===== src/rtl/mult_seq_ctrl_pkg.sv =====
// rtl/mult_seq_ctrl_pkg.sv - shared state encoding and default width for the multiplier sequencer
package mult_seq_ctrl_pkg;

  localparam int DEFAULT_WIDTH = 32;

  typedef enum logic [1:0] {
    ST_IDLE = 2'd0,
    ST_RUN  = 2'd1,
    ST_DONE = 2'd2
  } state_t;

endpackage


===== src/rtl/mult_seq_ctrl_step.sv =====
// rtl/mult_seq_ctrl_step.sv - one combinational add/shift iteration of the multiplier
module mult_seq_ctrl_step #(
  parameter int WIDTH = 32
) (
  input  logic [2*WIDTH-1:0] acc_in,
  input  logic [WIDTH-1:0]   mcand,
  output logic [2*WIDTH-1:0] acc_out
);

  logic [WIDTH:0] sum;

  // Sum is one bit wider so the carry out of the upper half shifts back in.
  always_comb begin
    sum = {1'b0, acc_in[2*WIDTH-1:WIDTH]};
    if (acc_in[0]) begin
      sum = sum + {1'b0, mcand};
    end
    acc_out = {sum, acc_in[WIDTH-1:1]};
  end

endmodule


===== src/rtl/mult_seq_ctrl.sv =====
// rtl/mult_seq_ctrl.sv - sequencer for the 32x32->64 shift-and-add multiplier (MULT/MULTU)
module mult_seq_ctrl
  import mult_seq_ctrl_pkg::*;
#(
  parameter int WIDTH = DEFAULT_WIDTH
) (
  input  logic               clk,
  input  logic               rst,
  input  logic               start,
  input  logic               signed_op,
  input  logic [WIDTH-1:0]   multiplicand,
  input  logic [WIDTH-1:0]   multiplier,
  output logic               busy,
  output logic               done,
  output logic [2*WIDTH-1:0] product
);

  localparam int CW = $clog2(WIDTH) + 1;
  localparam logic [CW-1:0] LAST = CW'(WIDTH - 1);

  state_t               state;
  logic [2*WIDTH-1:0]   acc;
  logic [2*WIDTH-1:0]   acc_next;
  logic [WIDTH-1:0]     mcand;
  logic [CW-1:0]        count;
  logic                 neg;
  logic [WIDTH-1:0]     a_mag;
  logic [WIDTH-1:0]     b_mag;

  // 0x80000000 negates to itself; read as unsigned that is the correct magnitude.
  always_comb begin
    a_mag = (signed_op && multiplicand[WIDTH-1]) ? (~multiplicand + 1'b1) : multiplicand;
    b_mag = (signed_op && multiplier[WIDTH-1])   ? (~multiplier + 1'b1)   : multiplier;
  end

  mult_seq_ctrl_step #(.WIDTH(WIDTH)) u_step (
    .acc_in  (acc),
    .mcand   (mcand),
    .acc_out (acc_next)
  );

  always_ff @(posedge clk or posedge rst) begin
    if (rst) begin
      state   <= ST_IDLE;
      busy    <= 1'b0;
      done    <= 1'b0;
      product <= '0;
      acc     <= '0;
      mcand   <= '0;
      count   <= '0;
      neg     <= 1'b0;
    end else begin
      case (state)
        ST_IDLE, ST_DONE: begin
          done <= 1'b0;
          if (start) begin
            acc   <= {{WIDTH{1'b0}}, b_mag};
            mcand <= a_mag;
            neg   <= signed_op & (multiplicand[WIDTH-1] ^ multiplier[WIDTH-1]);
            count <= '0;
            busy  <= 1'b1;
            state <= ST_RUN;
          end else begin
            state <= ST_IDLE;
          end
        end
        ST_RUN: begin
          acc   <= acc_next;
          count <= count + 1'b1;
          if (count == LAST) begin
            product <= neg ? (~acc_next + 1'b1) : acc_next;
            busy    <= 1'b0;
            done    <= 1'b1;
            state   <= ST_DONE;
          end
        end
        default: begin
          busy  <= 1'b0;
          done  <= 1'b0;
          state <= ST_IDLE;
        end
      endcase
    end
  end

endmodule


===== config.mk =====
export PLATFORM = sky130hd
export DESIGN_NAME = mult_seq_ctrl
export DESIGN_NICKNAME = d
export VERILOG_FILES = /design/src/rtl/mult_seq_ctrl_pkg.sv /design/src/rtl/mult_seq_ctrl_step.sv /design/src/rtl/mult_seq_ctrl.sv
export SDC_FILE = /design/constraint.sdc
export NUM_CORES = 1
export LEC_CHECK = 0
export ABC_AREA = 1
export BUFFER_PORTS_ARGS = -buffer_cell sky130_fd_sc_hd__buf_4
export CAP_MARGIN = 20
export CORE_MARGIN = 3
export CORE_UTILIZATION = 45
export DETAILED_ROUTE_END_ITERATION = 12
export GPL_ROUTABILITY_DRIVEN = 0
export PLACE_DENSITY_LB_ADDON = 0.3
export SLEW_MARGIN = 20
export SYNTH_ARGS = -nofsm -noshare
export SYNTH_HDL_FRONTEND = slang
export SYNTH_SLANG_ARGS = --single-unit

===== constraint.sdc =====
create_clock -name clk -period 6.5 [get_ports clk]
set_input_delay 1.95 -clock clk [delete_from_list [all_inputs] [get_ports clk]]
set_output_delay 1.95 -clock clk [all_outputs]
set_load 0.02 [all_outputs]

**After elaboration in Yosys (flattened, before gate mapping)**

Index checks and enable logic that the tools add are counted.

- Add/sub/neg operators: 5
- Eq/ne operators: 5
- Muxes and demuxes: 16
- Bitwise operators: 5
- Reductions and logical operators: 9

Operators with widths:

| kind | number |
|---|---|
| 64-bit 2-to-1 mux | 2 |
| 64-bit case mux with 2 select lines | 1 |
| 32-bit by 1-bit adder with 32-bit output (second input constant) | 2 |
| 64-bit by 1-bit adder with 64-bit output (second input constant) | 1 |
| 32-bit 2-to-1 mux | 2 |
| 32-bit NOT | 2 |
| 64-bit NOT | 1 |
| 32-bit by 32-bit adder with 33-bit output | 1 |
| 33-bit 2-to-1 mux | 1 |
| 6-bit case mux with 2 select lines | 1 |
| 2-bit AND reduction | 4 |
| 6-bit by 1-bit adder with 6-bit output (second input constant) | 1 |
| 6-bit by 5-bit equality test with 1-bit output (second input constant) | 1 |
| 6-bit 2-to-1 mux | 1 |
| 1-bit 2-to-1 mux | 5 |
| 2-bit != test (second input constant) | 2 |
| 2-bit case mux with 2 select lines | 1 |
| 2-bit by 1-bit equality test with 1-bit output (second input constant) | 1 |
| 2-bit equality test (second input constant) | 1 |
| 1-bit logical AND | 2 |
| 2-bit logical NOT | 1 |
| 2-bit 2-to-1 mux | 1 |
| 1-bit case mux with 2 select lines | 1 |
| 2-bit nonzero test | 1 |
| 3 further kinds | 3 |

- Register bits: 171
- Input bits: 68
- Output and inout port bits: 66
- Logic and storage cells: 48

**Longest topological paths before layout**

Gate-level depths: netlist of the first run.

- Depth after elaboration: 5
- Mapped depth: 22
- Gate-level depth less buffers: 22

**Hierarchy**

From an unflattened synthesis of the first run, not the netlist that was laid out.

- Cells, all modules: 2131
- Area total of the unflattened synthesis: 13406.6 µm²

By module, submodules not included:

| module | times used | cells an instance | area each (µm²) | seq. area each (µm²) |
|---|---|---|---|---|
| mult_seq_ctrl | 1 | 1515 | 10390.0 | 4254.1 |
| mult_seq_ctrl_step | 1 | 616 | 3016.6 | 0.0 |

**Least setup slack after synthesis of the first run**

OpenSTA, ideal clock, no wires.

- Path type: input-to-reg
- Start point: input port multiplier[0]
- End point: register acc[30]
- Library setup time: 0.141 ns
- Arrival: 3.542 ns
- Data required time: 6.359 ns
- Setup slack: 2.817 ns
- Stages on the path: 13
- Path buffers: 0
- Path through: inv_1 > ha_1 > nand4_1 > nor3_1 > nand4_1 > inv_1 > nand4_1 > nor3_1 > nand3_1 > nand2_1 > nand2_1 > nand3_1 > o221ai_1

- Longest elaborated chain between the ends: 5

RTL lines:

| item | RTL line | text |
|---|---|---|
| start, declared | mult_seq_ctrl.sv:12 | `input logic [WIDTH-1:0] multiplier,` |
| 32-bit NOT | mult_seq_ctrl.sv:33 | `b_mag = (signed_op && multiplier[WIDTH-1]) ? (~multiplier + 1'b1) : multiplier;` |
| 32-bit by 1-bit adder with 32-bit output | mult_seq_ctrl.sv:33 |  |
| 32-bit 2-to-1 mux | mult_seq_ctrl.sv:33 |  |
| 64-bit 2-to-1 mux | mult_seq_ctrl.sv:56 | `if (start) begin` |
| 64-bit case mux with 2 select lines | mult_seq_ctrl.sv:53 | `case (state)` |
| end signal, assigned | mult_seq_ctrl.sv:57 | `acc <= {{WIDTH{1'b0}}, b_mag};` |
| end signal, assigned | mult_seq_ctrl.sv:68 | `acc <= acc_next;` |
| end, declared | mult_seq_ctrl.sv:22 | `logic [2*WIDTH-1:0] acc;` |

Every way passes these cells. The select of a mux whose other input is x is not followed.
A chain may end at the register's enable or synchronous reset.

**Worst setup path in the final report of the first run**

Ends and elaborated chain as after synthesis.

==> impl_summary.txt, run 1 <==
----------------------------------------------------
[Cells and area]
  Non-filler cells in the finished layout ... approximately 2400
  Area growth from synthesis to final layout ... 15.04%
  Multi-input gate area in the final layout ... 0.007162 mm²
  Storage cell area ... 0.004254 mm²
  Number of inserted filler cells in the final layout ... between 2000 and 3000
  Fraction of final layout cells with drive strength greater than 1 ... 0.1375
  Antenna diode count ... 0
  Net count, final ... approximately 2100

[Power]
  Power after layout ... ~5.3 mW
  Static leakage ... between 7 and 8 nW
  Switching power of the nets ... 2.481 mW
  Max VDD drop ... approximately 0.00024 V
  Switching Share ... 0.4684
  Fraction of power consumed by the clock network ... 0.212
  Combinational share of power ... 0.512
  Cell internal pwr ... ~2.8 mW
  Pwr dens ... around 360 mW/mm²
  Part of the power in registers ... 0.275

[Setup path]
  Gate family responsible for the most delay along the worst path ... simple AND/OR/NAND/NOR gates
  Highest-delay cell along the critical path ... sky130_fd_sc_hd__nor3_1
  CP required ... between 6000 and 7000 ps
  Max Fanout on Critical Path ... 4
  Endpoint class of the critical path ... flop
  Critical register-to-register path startpoint ... mcand[0]$_DFFE_PP0P_
  CP dominant cell by count ... sky130_fd_sc_hd__nand4_1
  Type of the setup path with the least slack ... primary input to flop
  Cells along the critical path ... buf_4 -> inv_1 -> ha_1 -> nand4_1 -> nor3_1 -> nand4_1 -> inv_1 -> nand4_1 -> nor3_1 -> nand3_1 -> nand2_1 -> nand2_1 -> nand3_1 -> o221ai_1
  Reg-to-reg critical path endpoint ... product[63]$_DFFE_PP0P_
  Count of buffering cells on the critical path with inverters included ... 3
  Endpoint arrival time on the critical path ... ~4400 ps
  R2R cell count ... 19
  R2r setup slk ... ~3200 ps
  Highest cell delay on the worst timing path ... 610 ps
  Category of the worst setup path launch point ... primary input

[GRT]
  Number of antenna violations at the first check in global routing ... 0
  Overall track demand over capacity in global routing ... 0.2422
  Total congestion overflow ... 0
  Global-route wire length before repair ... roughly 60000 µm
  Number of global-route vias before repair ... roughly 12000
  Maximum number of pins on one net before global-route repair ... about 170

[Detailed routing]
  Post-route ant nets ... 0
  Remaining design rule violation count ... 0
  Detailed-routing iteration count for the pre-antenna-repair pass ... 5
  Drt initial violations ... approximately 1200
  Avg WL per Cell ... 15.76 µm
  Routed wire length ... roughly 37000 µm
  Routed vias ... between 10000 and 15000
  Detailed-route vias per instance ... approximately 5.3

[Worst hold path]
  Class of the tightest hold or removal check ... flop to flop
  Hold endpoint ... busy$_DFFE_PP0P_
  Number of stages on the worst hold path ... 1
  Hold Crit Start ... state[0]$_DFFE_PP0P_

[Timing]
  Accumulated negative setup slack ... 0 ps
  Count of pins over their slew limit ... 0
  Final Hold Fails ... 0
  Max-Slew Margin vs Limit ... 0.2920
  Final period utilization ... 0.6302
  Clock skew after layout ... ~17 ps
  Actual slew at the worst max-slew pin ... 1061 ps
  Fmax ... between 0.2 and 0.25 GHz
  Final setup viols ... 0
  Min Clock Period, post-route ... a little over 4000 ps
  RSZ-0062 raised after global routing ... false

[Clock network]
  Root cell of the clock tree ... sky130_fd_sc_hd__clkbuf_16
  Hold buffer count at CTS ... 0
  Inserted Clock Buffers ... 17
  Total clock sinks ... 170
  Insertion delay to the later sink of the worst-skew pair ... ~430 ps
  CTS clk-pin slew, worst paths ... approximately 70 ps
  CTS tree ... yes
  CTS HTree Levels ... 4
  Post-CTS Resized ... 0
  Clock buffer depth ... 2
  Post-CTS Repair Setup Buffers ... 0

[Floorplanning]
  Core Area ... 0.02733 mm²
  Chip Height ... roughly 170 µm
  Total I/O pin count ... 134
  Initial standard-cell utilization of the core ... 0.4654
  Floorplan row count ... 60
  Floorplan die area ... ~0.030 mm²
  Die Wd ... around 170 µm

[Placement]
  DP HPWL ... ~28000 µm
  Post-Place Cells ... between 2000 and 2500
  IO Port Bufs ... ~130

[Logic synthesis]
  Synth Area per Inst ... roughly 6.7 µm²
  Sequential-to-total area share from yosys stat ... 0.3345
  Main flop type after synthesis ... sky130_fd_sc_hd__dfrtp_1
  Net Count, Synth ... around 2000
  Dominant cell type by area after synthesis ... sky130_fd_sc_hd__dfrtp_1
  Fraction of registers with async set or reset after synthesis ... 1.000
  Cell area after synthesis ... 0.01272 mm²
  Synth top area share ... 0.3345
  Count of different cell masters after synthesis ... 52
  Syn Inst Count ... between 1500 and 2000
  Warnings, synthesis ... 0
  Number of enable flip-flop cells after synthesis ... 0
  Top cells by area, synth ... sky130_fd_sc_hd__dfrtp_1 33%, sky130_fd_sc_hd__nand2_1 18%, sky130_fd_sc_hd__inv_1 7.6%
  Yosys reg bits ... between 150 and 200

[Run status]
  Result of the run ... complete, no violations

[Job]
  Max-capacitance violation count ... 0

----------------------------------------------------
-- how the worst max path moves through the flow --
| stage | start | cells past startpoint | slack (ps) | end |
|---|---|---|---|---|
| after floorplan | rst | 1 | 2380 | acc[0]$_DFFE_PP0P_ |
| after global placement | multiplier[0] | 14 | 2090 | acc[30]$_DFFE_PP0P_ |
| after detailed placement | multiplier[0] | 14 | 2050 | acc[30]$_DFFE_PP0P_ |
| after CTS | multiplier[0] | 14 | 2490 | acc[30]$_DFFE_PP0P_ |
| after global routing | multiplier[1] | 14 | 2250 | acc[30]$_DFFE_PP0P_ |
| final | multiplier[0] | 14 | 2400 | acc[30]$_DFFE_PP0P_ |
-- cell usage in the layout (no fill, tap or decap), types with 3 or more instances in the layout --
| master | synthesis | final |
|---|---|---|
| sky130_fd_sc_hd__xor2_1 | 81 | 81 |
| sky130_fd_sc_hd__o21bai_1 | 4 | 4 |
| sky130_fd_sc_hd__nand2_2 | 35 | 36 |
| sky130_fd_sc_hd__o21ai_1 | 3 | 3 |
| sky130_fd_sc_hd__nor3_1 | 27 | 27 |
| sky130_fd_sc_hd__nor4_1 | 4 | 4 |
| sky130_fd_sc_hd__ha_1 | 36 | 36 |
| sky130_fd_sc_hd__clkbuf_16 | 0 | 17 |
| sky130_fd_sc_hd__nand3b_1 | 6 | 6 |
| sky130_fd_sc_hd__nor3_2 | 3 | 3 |
| sky130_fd_sc_hd__a31oi_1 | 12 | 12 |
| sky130_fd_sc_hd__buf_4 | 1 | 141 |
| sky130_fd_sc_hd__o21ai_0 | 101 | 101 |
| sky130_fd_sc_hd__xnor2_1 | 11 | 11 |
| sky130_fd_sc_hd__o22ai_1 | 26 | 26 |
| sky130_fd_sc_hd__nor2_4 | 7 | 7 |
| sky130_fd_sc_hd__a21oi_1 | 36 | 36 |
| sky130_fd_sc_hd__or2_2 | 6 | 6 |
| sky130_fd_sc_hd__dfrtp_1 | 170 | 170 |
| sky130_fd_sc_hd__o21ai_2 | 3 | 3 |
| sky130_fd_sc_hd__o31ai_1 | 7 | 7 |
| sky130_fd_sc_hd__or2_1 | 3 | 3 |
| sky130_fd_sc_hd__clkinv_1 | 1 | 3 |
| sky130_fd_sc_hd__nand3_1 | 131 | 131 |
| sky130_fd_sc_hd__nand4_1 | 23 | 23 |
| sky130_fd_sc_hd__inv_1 | 259 | 255 |
| sky130_fd_sc_hd__nand2_1 | 601 | 600 |
| sky130_fd_sc_hd__inv_2 | 4 | 5 |
| sky130_fd_sc_hd__clkinv_2 | 1 | 3 |
| sky130_fd_sc_hd__nor2_2 | 20 | 20 |
| sky130_fd_sc_hd__o221ai_1 | 28 | 28 |
| sky130_fd_sc_hd__bufinv_16 | 0 | 4 |
| sky130_fd_sc_hd__nand3_2 | 10 | 10 |
| sky130_fd_sc_hd__nor2_1 | 146 | 146 |
-- metal layers --
metal  global-route usage  part of all wire  up-vias
met5                    0                 0        -
li1                     -                 -     6221
met4              0.09417             0.038        0
met1               0.3285              0.44     5850
met3              0.04587             0.070       74
met2               0.3836              0.45      440
-- cell type report --
cell class	instances	share of cell area
Multi-Input combinational cell	1390	0.4895
Inverter	265	0.06833
Clock inverter	12	0.01274
Tap cell	372	0.03181
Sequential cell	170	0.2908
Timing Repair Buffer	143	0.07560
Clock buffer	20	0.03122
-- metrics by stage --
step / utilization / hold WS (ps) / cell area, µm² / setup slack (ps)
finish: 0.5354 / 448.9 / 14630 / 2404
floorplan: - / 421.5 / 12720 / 2381
CTS: 0.5344 / 455.3 / 14600 / 2494
global placement: 0.5109 / 433.8 / 13960 / 2091
detailed placement: 0.5109 / 449.3 / 13960 / 2048
global route: 0.5354 / 476.3 / 14630 / 2248
-- power by group through the flow --
stage / combinational [mW] / clock [mW] / sequential [mW]
after detailed placement: 2.66 / 0 / 1.47
after floorplan: 2.08 / 0 / 1.39
after global placement: 2.60 / 0 / 1.47
after CTS: 2.68 / 1.13 / 1.45
final: 2.71 / 1.12 / 1.46
after global routing: 3.08 / 1.18 / 1.48
-- synth_stat cells, types with 7 or more instances --
master and count:
sky130_fd_sc_hd__clkbuf_1 44, sky130_fd_sc_hd__nor3_1 27, sky130_fd_sc_hd__o221ai_1 28, sky130_fd_sc_hd__nor2_2 20
sky130_fd_sc_hd__nand4_1 23, sky130_fd_sc_hd__nand3_1 131, sky130_fd_sc_hd__nand2_2 35, sky130_fd_sc_hd__o21ai_0 101
sky130_fd_sc_hd__o31ai_1 7, sky130_fd_sc_hd__dfrtp_1 170, sky130_fd_sc_hd__ha_1 36, sky130_fd_sc_hd__nor2_4 7
sky130_fd_sc_hd__xnor2_1 11, sky130_fd_sc_hd__inv_1 259, sky130_fd_sc_hd__a31oi_1 12, sky130_fd_sc_hd__o22ai_1 26
sky130_fd_sc_hd__nand3_2 10, sky130_fd_sc_hd__nand2_1 601, sky130_fd_sc_hd__nor2_1 146, sky130_fd_sc_hd__a21oi_1 36
sky130_fd_sc_hd__xor2_1 81
-- cells by family after synthesis --
kind of cell / count (synthesis) / synth area share
AOI/OAI and AO/OA: 230 / 0.1086
and+or+nand+nor: 1031 / 0.3540
adders and majority gates: 37 / 0.03699
xor gates and xnor gates: 92 / 0.06336
DFF: 170 / 0.3345
buffers and inverters: 326 / 0.1025
-- registers in the layout, indices dropped and copies added (netlist names) --
name / cells
acc: 64
neg: 1
count: 6
product: 64
state: 1
busy: 1
done: 1
mcand: 32
-- worst reg2reg max path, delay by kind of cell (launching register included) --
kind / cells / cell delay (ps)
adder cells (fa/ha/maj): 2 / 740
flip-flops: 1 / 390
AND/OR/NAND/NOR: 17 / 2090
Power figures use the tool's default switching activity.
==> inputs of run 2 (changes only) <==
==> constraint.sdc (replaced) <==
create_clock -name clk -period 3.7 [get_ports clk]
set_input_delay 1.11 -clock clk [delete_from_list [all_inputs] [get_ports clk]]
set_output_delay 1.11 -clock clk [all_outputs]
set_load 0.02 [all_outputs]
==> run 2 against run 1 <==
Net effect:
- worst setup slack worse by 1800 ps
- sequential share of layout area about the same
- register-to-register slack worse by 2600 ps
- largest cell class unchanged
- highest routed layer unchanged
==> impl_summary.txt, run 2 (same netlist as run 1, synthesis figures left out) <==
----------------------------------------------------
[Run status]
  Result of the run ... complete, no violations

[GRT]
  Global-route wire length before repair ... 60130 µm (+0.40%)
  Maximum number of pins on one net before global-route repair ... 140 (-18%)
  Number of global-route vias before repair ... 11870 (+1.0%)
  Number of antenna violations at the first check in global routing ... 0 (unchanged)
  Total congestion overflow ... 0 (unchanged)
  Overall track demand over capacity in global routing ... 0.2439 (+0.001663)

[Worst hold path]
  Number of stages on the worst hold path ... 1 (unchanged)
  Hold Crit Start ... state[0]$_DFFE_PP0P_
  Class of the tightest hold or removal check ... flop to flop
  Hold endpoint ... busy$_DFFE_PP0P_

[Timing]
  Min Clock Period, post-route ... approximately 3100 ps
  Final Hold Fails ... 0 (unchanged)
  Accumulated negative setup slack ... 0 ps (unchanged)
  Worst Hold Margin ... 476.7 ps (+27.85 ps)
  Actual slew at the worst max-slew pin ... 813.6 ps (-247.2 ps)
  Post-route worst setup slack ... 595.8 ps (-1808 ps)
  Final setup viols ... 0 (unchanged)
  RSZ-0062 raised after global routing ... false
  Count of pins over their slew limit ... 0 (unchanged)
  Final period utilization ... 0.8390
  Clock skew after layout ... 17.29 ps (+0.2602 ps)
  Max-Slew Margin vs Limit ... 0.4576 (+0.1656)
  Fmax ... ~0.32 GHz

[Setup path]
  R2R cell count ... 18 (-1)
  Endpoint arrival time on the critical path ... 3440 ps (-930 ps)
  R2r setup slk ... 600 ps (-2610 ps)
  Endpoint class of the critical path ... flop
  CP required ... 4030 ps (-2750 ps)
  Type of the setup path with the least slack ... flop to flop
  Critical register-to-register path startpoint ... acc[32]$_DFFE_PP0P_
  Reg-to-reg critical path endpoint ... product[63]$_DFFE_PP0P_
  Category of the worst setup path launch point ... flop
  Max Fanout on Critical Path ... 5 (+1)

[Floorplanning]
  Initial standard-cell utilization of the core ... 0.4654 (unchanged)
  Chip Height ... 174.1 µm (unchanged)
  Core Area ... 0.02733 mm² (unchanged)
  Floorplan row count ... 60 (unchanged)
  Total I/O pin count ... 134 (unchanged)
  Floorplan die area ... 0.03031 mm² (unchanged)
  Die Wd ... 174.1 µm (unchanged)

[Detailed routing]
  Detailed-route vias per instance ... 5.262 (-0.82%)
  Post-route ant nets ... 0 (unchanged)
  Detailed-routing iteration count for the pre-antenna-repair pass ... 5 (unchanged)
  Routed wire length ... 37620 µm (+0.62%)
  Routed vias ... 12520 (-0.48%)
  Remaining design rule violation count ... 0 (unchanged)
  Drt initial violations ... 986 (-15%)
  Avg WL per Cell ... 15.81 µm (+0.28%)

[Cells and area]
  Top Registers ... acc (64), product (64), mcand (32)
  Antenna diode count ... 0 (unchanged)
  Most frequent cells in the layout ... 600 x sky130_fd_sc_hd__nand2_1, 257 x sky130_fd_sc_hd__inv_1, 170 x sky130_fd_sc_hd__dfrtp_1
  Core utilization of the finished layout ... 0.5348 (-0.0005500)
  Commonest non-fill, non-tap cell in the layout ... sky130_fd_sc_hd__nand2_1
  Area growth from synthesis to final layout ... 14.93%
  Net count, final ... 2101 (+0.43%)
  Final standard cell area without fillers ... 0.01462 mm² (-0.10%)
  Fraction of final layout cells with drive strength greater than 1 ... 0.1414 (+0.003934)
  Non-filler cells in the finished layout ... 2380 (+0.34%)

[Clock network]
  CTS clk-pin slew, worst paths ... 80 ps (about the same)
  Root cell of the clock tree ... sky130_fd_sc_hd__clkbuf_16
  Post-CTS Resized ... 0 (unchanged)
  Hold buffer count at CTS ... 0 (unchanged)
  Post-CTS Repair Setup Buffers ... 0 (unchanged)
  CTS HTree Levels ... 4 (unchanged)
  Total clock sinks ... 170 (unchanged)
  Insertion delay to the later sink of the worst-skew pair ... 450 ps (+20 ps)
  Clock buffer depth ... 2 (unchanged)
  Inserted Clock Buffers ... 17 (unchanged)
  CTS tree ... yes

[Placement]
  IO Port Bufs ... 133 (unchanged)
  Worst slack, placed ... 532.5 ps (-1515 ps)
  Post-Place Cells ... 2349 (+0.43%)
  Placed cell area ... 0.01403 mm² (+0.54%)
  DP HPWL ... 28900 µm (+2.0%)

[Job]
  Max-capacitance violation count ... 0 (unchanged)

[Power]
  Pwr dens ... 624.9 mW/mm² (+73%)
  Static leakage ... 7.542 nW (+0.19%)
  Max VDD drop ... 0.0004398 V (+84%)
  Power after layout ... 9.134 mW (+72%)

----------------------------------------------------
[run 2: changes by cell type in the layout (fill, tap and decap cells not counted), moves of 2 or more]
cell / previous run / this run
sky130_fd_sc_hd__inv_6: 1 / 4
sky130_fd_sc_hd__inv_8: 2 / 4
sky130_fd_sc_hd__buf_4: 141 / 151
sky130_fd_sc_hd__inv_1: 255 / 257
sky130_fd_sc_hd__clkinv_2: 3 / 1
sky130_fd_sc_hd__clkbuf_8: 2 / 0
sky130_fd_sc_hd__clkinv_8: 0 / 3
sky130_fd_sc_hd__clkinv_1: 3 / 1
sky130_fd_sc_hd__bufinv_16: 4 / 0
[run 2: layout make-up]
| class | instances | area [µm²] |
|---|---|---|
| flip-flops and latches | 170 | 4254 |
| inverters | 265 | 999.7 |
| fillers | 2708 | 12710 |
| clock inverters | 14 | 155.1 |
| repair buffers | 152 | 1154 |
| clock buffers | 17 | 425.4 |
| well taps | 372 | 465.4 |
| multi-input cells | 1390 | 7162 |
[run 2: worst max-delay path by stage]
| stage | cells after the start | slack, ps | startpoint | endpoint |
|---|---|---|---|---|
| 6_report | 18 | 600 | acc[32]$_DFFE_PP0P_ | product[63]$_DFFE_PP0P_ |
| 3_5_place_dp | 15 | 530 | multiplier[0] | acc[30]$_DFFE_PP0P_ |
| 2_1_floorplan | 1 | 420 | rst | acc[0]$_DFFE_PP0P_ |
| 5_1_grt | 18 | 350 | acc[32]$_DFFE_PP0P_ | product[53]$_DFFE_PP0P_ |
| 3_3_place_gp | 15 | 540 | multiplier[0] | acc[30]$_DFFE_PP0P_ |
| 4_1_cts | 18 | 660 | acc[32]$_DFFE_PP0P_ | product[63]$_DFFE_PP0P_ |
[run 2: metal layers]
layer	vias up	global-route usage	wire (µm)	part of all wire
met5	-	0	0	0
met4	0	0.09718	1440	0.038
met3	86	0.03779	2252	0.060
met2	438	0.3912	17170	0.46
met1	5768	0.3311	16760	0.45
li1	6232	-	-	-
[run 2: critical path, stage by stage (launching register included)]
cell and delay, ps:
sky130_fd_sc_hd__dfrtp_1 390, sky130_fd_sc_hd__ha_1 250, sky130_fd_sc_hd__fa_1 450, sky130_fd_sc_hd__nand2_1 120
sky130_fd_sc_hd__nand3_1 80, sky130_fd_sc_hd__nand3_1 110, sky130_fd_sc_hd__nand2_1 130, sky130_fd_sc_hd__nand2_1 140
sky130_fd_sc_hd__nand3_1 90, sky130_fd_sc_hd__nand2_1 70, sky130_fd_sc_hd__nand3_1 160, sky130_fd_sc_hd__nand2_2 180
sky130_fd_sc_hd__nand2_1 110, sky130_fd_sc_hd__nor2_1 220, sky130_fd_sc_hd__nand3_1 180, sky130_fd_sc_hd__nand2_2 120
sky130_fd_sc_hd__nand3_1 70, sky130_fd_sc_hd__nand3_1 90, sky130_fd_sc_hd__nand2_1 50
[run 2: report_power, final]
part           switching (mW)  internal (mW)
registers               0.383           2.20
logic                    3.19           1.57
clock network           0.891          0.903
total                    4.46           4.67
==> inputs of run 3 (changes only) <==
==> constraint.sdc (replaced) <==
create_clock -name clk -period 3.2 [get_ports clk]
set_input_delay 0.96 -clock clk [delete_from_list [all_inputs] [get_ports clk]]
set_output_delay 0.96 -clock clk [all_outputs]
set_load 0.02 [all_outputs]
==> run 3 against run 2 <==
Net effect:
- first-iteration DRC count is 13% higher
- utilization grew 0.54 points
- global-route usage rose by 0.77 points
- routed wire length up 0.84%
- clock power is 19% higher
- critical path depth down 2
==> impl_summary.txt, run 3 (same netlist as run 1, synthesis figures left out) <==
----------------------------------------------------
[Run status]
  Result of the run ... complete, no violations

[Setup path]
  Highest cell delay on the worst timing path ... 440 ps (about the same)
  Endpoint arrival time on the critical path ... 3280 ps (-160 ps)
  Type of the setup path with the least slack ... flop to flop
  CP required ... 3530 ps (-500 ps)
  CP dominant cell by count ... sky130_fd_sc_hd__nand2_1
  Max Fanout on Critical Path ... 5 (unchanged)
  Highest-delay cell along the critical path ... sky130_fd_sc_hd__dfrtp_1
  Endpoint class of the critical path ... flop
  Cells along the critical path ... ha_1 -> nand2_1 -> nor2_1 -> nand2_1 -> nor2_1 -> nand2_1 -> nand4_1 -> nand3_1 -> nand2_1 -> nand2_1 -> nor2_2 -> nand3_1 -> nand2_2 -> nand3_1 -> nand3_1 -> nand2_1
  Reg-to-reg critical path endpoint ... product[63]$_DFFE_PP0P_
  R2r setup slk ... 250 ps (-340 ps)
  R2R cell count ... 16 (-2)
  Critical register-to-register path startpoint ... acc[52]$_DFFE_PP0P_
  Category of the worst setup path launch point ... flop

[Cells and area]
  Area growth from synthesis to final layout ... 16.08%
  Most frequent cells in the layout ... 600 x sky130_fd_sc_hd__nand2_1, 257 x sky130_fd_sc_hd__inv_1, 170 x sky130_fd_sc_hd__dfrtp_1
  Final standard cell area without fillers ... 0.01476 mm² (+1.0%)
  Net count, final ... 2112 (+0.52%)
  Antenna diode count ... 0 (unchanged)
  Top Registers ... acc (64), product (64), mcand (32)
  Fraction of final layout cells with drive strength greater than 1 ... 0.1480 (+0.006586)
  Commonest non-fill, non-tap cell in the layout ... sky130_fd_sc_hd__nand2_1
  Number of inserted filler cells in the final layout ... 2725 (+0.63%)

[Detailed routing]
  Routed vias ... 12700 (+1.4%)
  Remaining design rule violation count ... 0 (unchanged)
  Routed wire length ... 37940 µm (+0.84%)
  Detailed-routing iteration count for the pre-antenna-repair pass ... 6 (+1)
  Drt initial violations ... 1110 (+13%)
  Detailed-route vias per instance ... 5.308 (+0.86%)
  Post-route ant nets ... 0 (unchanged)
  Avg WL per Cell ... 15.86 µm (+0.34%)

[Worst hold path]
  Number of stages on the worst hold path ... 1 (unchanged)
  Hold Crit Start ... state[0]$_DFFE_PP0P_
  Class of the tightest hold or removal check ... flop to flop
  Hold endpoint ... busy$_DFFE_PP0P_

[Clock network]
  Clock buffer depth ... 2 (unchanged)
  CTS clk-pin slew, worst paths ... 80 ps (about the same)
  CTS HTree Levels ... 4 (unchanged)
  Total clock sinks ... 170 (unchanged)
  Insertion delay to the later sink of the worst-skew pair ... 450 ps (about the same)
  CTS tree ... yes
  Root cell of the clock tree ... sky130_fd_sc_hd__clkbuf_16
  Inserted Clock Buffers ... 17 (unchanged)
  Post-CTS Repair Setup Buffers ... 0 (unchanged)

[Floorplanning]
  Floorplan die area ... 0.03031 mm² (unchanged)
  Chip Height ... 174.1 µm (unchanged)
  Total I/O pin count ... 134 (unchanged)
  Core Area ... 0.02733 mm² (unchanged)
  Floorplan row count ... 60 (unchanged)
  Initial standard-cell utilization of the core ... 0.4654 (unchanged)
  Die Wd ... 174.1 µm (unchanged)

[Job]
  Max-capacitance violation count ... 0 (unchanged)

[GRT]
  Overall track demand over capacity in global routing ... 0.2516 (+0.007654)
  Number of global-route vias before repair ... 12090 (+1.9%)
  Maximum number of pins on one net before global-route repair ... 59 (-58%)
  Global-route wire length before repair ... 62130 µm (+3.3%)
  Number of antenna violations at the first check in global routing ... 0 (unchanged)
  Total congestion overflow ... 0 (unchanged)

[Timing]
  Clock skew after layout ... 15.46 ps (-1.833 ps)
  Worst Hold Margin ... 451.6 ps (-25.17 ps)
  Max-Slew Margin vs Limit ... 0.4564 (-0.001195)
  Fmax ... 0.3393 GHz (+5.3%)
  Actual slew at the worst max-slew pin ... 814.3 ps (+0.6058 ps)
  Count of pins over their slew limit ... 0 (unchanged)
  Final Hold Fails ... 0 (unchanged)
  Final setup viols ... 0 (unchanged)
  Final period utilization ... 0.9211 (+0.08217)
  Accumulated negative setup slack ... 0 ps (unchanged)
  Post-route worst setup slack ... 252.3 ps (-343.5 ps)
  Min Clock Period, post-route ... 2948 ps (-156.5 ps)

[Power]
  Max VDD drop ... 0.0005576 V (+27%)
  Part of the power in registers ... 0.280 (-0.002)
  Switching Share ... 0.4890 (+0.0005551)
  Combinational share of power ... 0.521 (about the same)
  Fraction of power consumed by the clock network ... 0.199 (+0.003)
  Pwr dens ... 725.9 mW/mm² (+16%)
  Static leakage ... 7.613 nW (+0.93%)
  Switching power of the nets ... 5.240 mW (+17%)
  Cell internal pwr ... 5.475 mW (+17%)

[Placement]
  Placed cell area ... 0.01414 mm² (+0.77%)
  DP HPWL ... 29570 µm (+2.3%)
  IO Port Bufs ... 133 (unchanged)
  Worst slack, placed ... 141.1 ps (-391.3 ps)

----------------------------------------------------
-- run 3: cell count changes in the layout (fill, tap and decap cells not counted) --
cell and change:
sky130_fd_sc_hd__nor2_1 -2, sky130_fd_sc_hd__inv_8 -3, sky130_fd_sc_hd__fa_2 +1, sky130_fd_sc_hd__clkinv_8 +3
sky130_fd_sc_hd__buf_4 +9, sky130_fd_sc_hd__inv_12 +1, sky130_fd_sc_hd__nor2_2 +2, sky130_fd_sc_hd__fa_1 -1
sky130_fd_sc_hd__clkinv_4 -2, sky130_fd_sc_hd__buf_12 +2, sky130_fd_sc_hd__inv_6 +2
-- run 3: metal layers --
| metal | vias up | part of all wire | GRT usage |
|---|---|---|---|
| li1 | 6283 | - | - |
| met1 | 5881 | 0.44 | 0.3409 |
| met2 | 450 | 0.46 | 0.4063 |
| met3 | 82 | 0.062 | 0.03386 |
| met4 | 0 | 0.038 | 0.1032 |
| met5 | - | 0 | 0 |
-- run 3: final cells by class --
| class | instances | area [µm²] | area share |
|---|---|---|---|
| clock buffers | 17 | 425.4 | 0.02882 |
| flip-flops and latches | 170 | 4254 | 0.2882 |
| repair buffers | 163 | 1261 | 0.08544 |
| clock inverters | 15 | 186.4 | 0.01263 |
| well taps | 372 | 465.4 | 0.03153 |
| inverters | 265 | 999.7 | 0.06772 |
| multi-input cells | 1390 | 7169 | 0.4857 |
-- run 3: worst max-delay path by stage --
stage                                     from                       to  slack, ps  depth (start not counted)
after floorplan                            rst       acc[0]$_DFFE_PP0P_         70                          1
after detailed placement       multiplicand[4]    mcand[28]$_DFFE_PP0P_        140                         13
after CTS                  acc[52]$_DFFE_PP0P_  product[63]$_DFFE_PP0P_        220                         16
after global routing      mcand[0]$_DFFE_PP0P_  product[63]$_DFFE_PP0P_       -0.2                         17
final                      acc[52]$_DFFE_PP0P_  product[63]$_DFFE_PP0P_        250                         16
after global placement         multiplicand[4]    mcand[28]$_DFFE_PP0P_        220                         13
-- run 3: timing repair --
action	4_1_cts	5_1_grt
hold buffers	0	0
endpoints found under the setup margin	0	8
resized for setup	0	3
-- run 3: power by group through the flow --
stage	clock [mW]	sequential, mW	combinational [mW]
finish	2.13	3.00	5.58
global route	2.25	3.04	6.31
CTS	2.15	2.99	5.50
detailed placement	0	3.03	5.46
global placement	0	3.02	5.36
floorplan	0	2.81	4.23
-- run 3: through the flow --
stage	util	power [mW]	std cells
4_1_cts	0.5399	10.64	2392
3_5_place_dp	0.5175	8.487	2360
2_1_floorplan	-	7.045	1886
3_3_place_gp	0.5175	8.382	2360
5_1_grt	0.5402	11.60	2392
6_report	0.5402	10.72	2392
-- run 3: worst max-delay path: cells and delay by family, from the launching register on --
family	cells	cell delay, ps
adder cells (fa/ha/maj)	1	420
AND/OR/NAND/NOR	15	1970
flip-flops	1	440
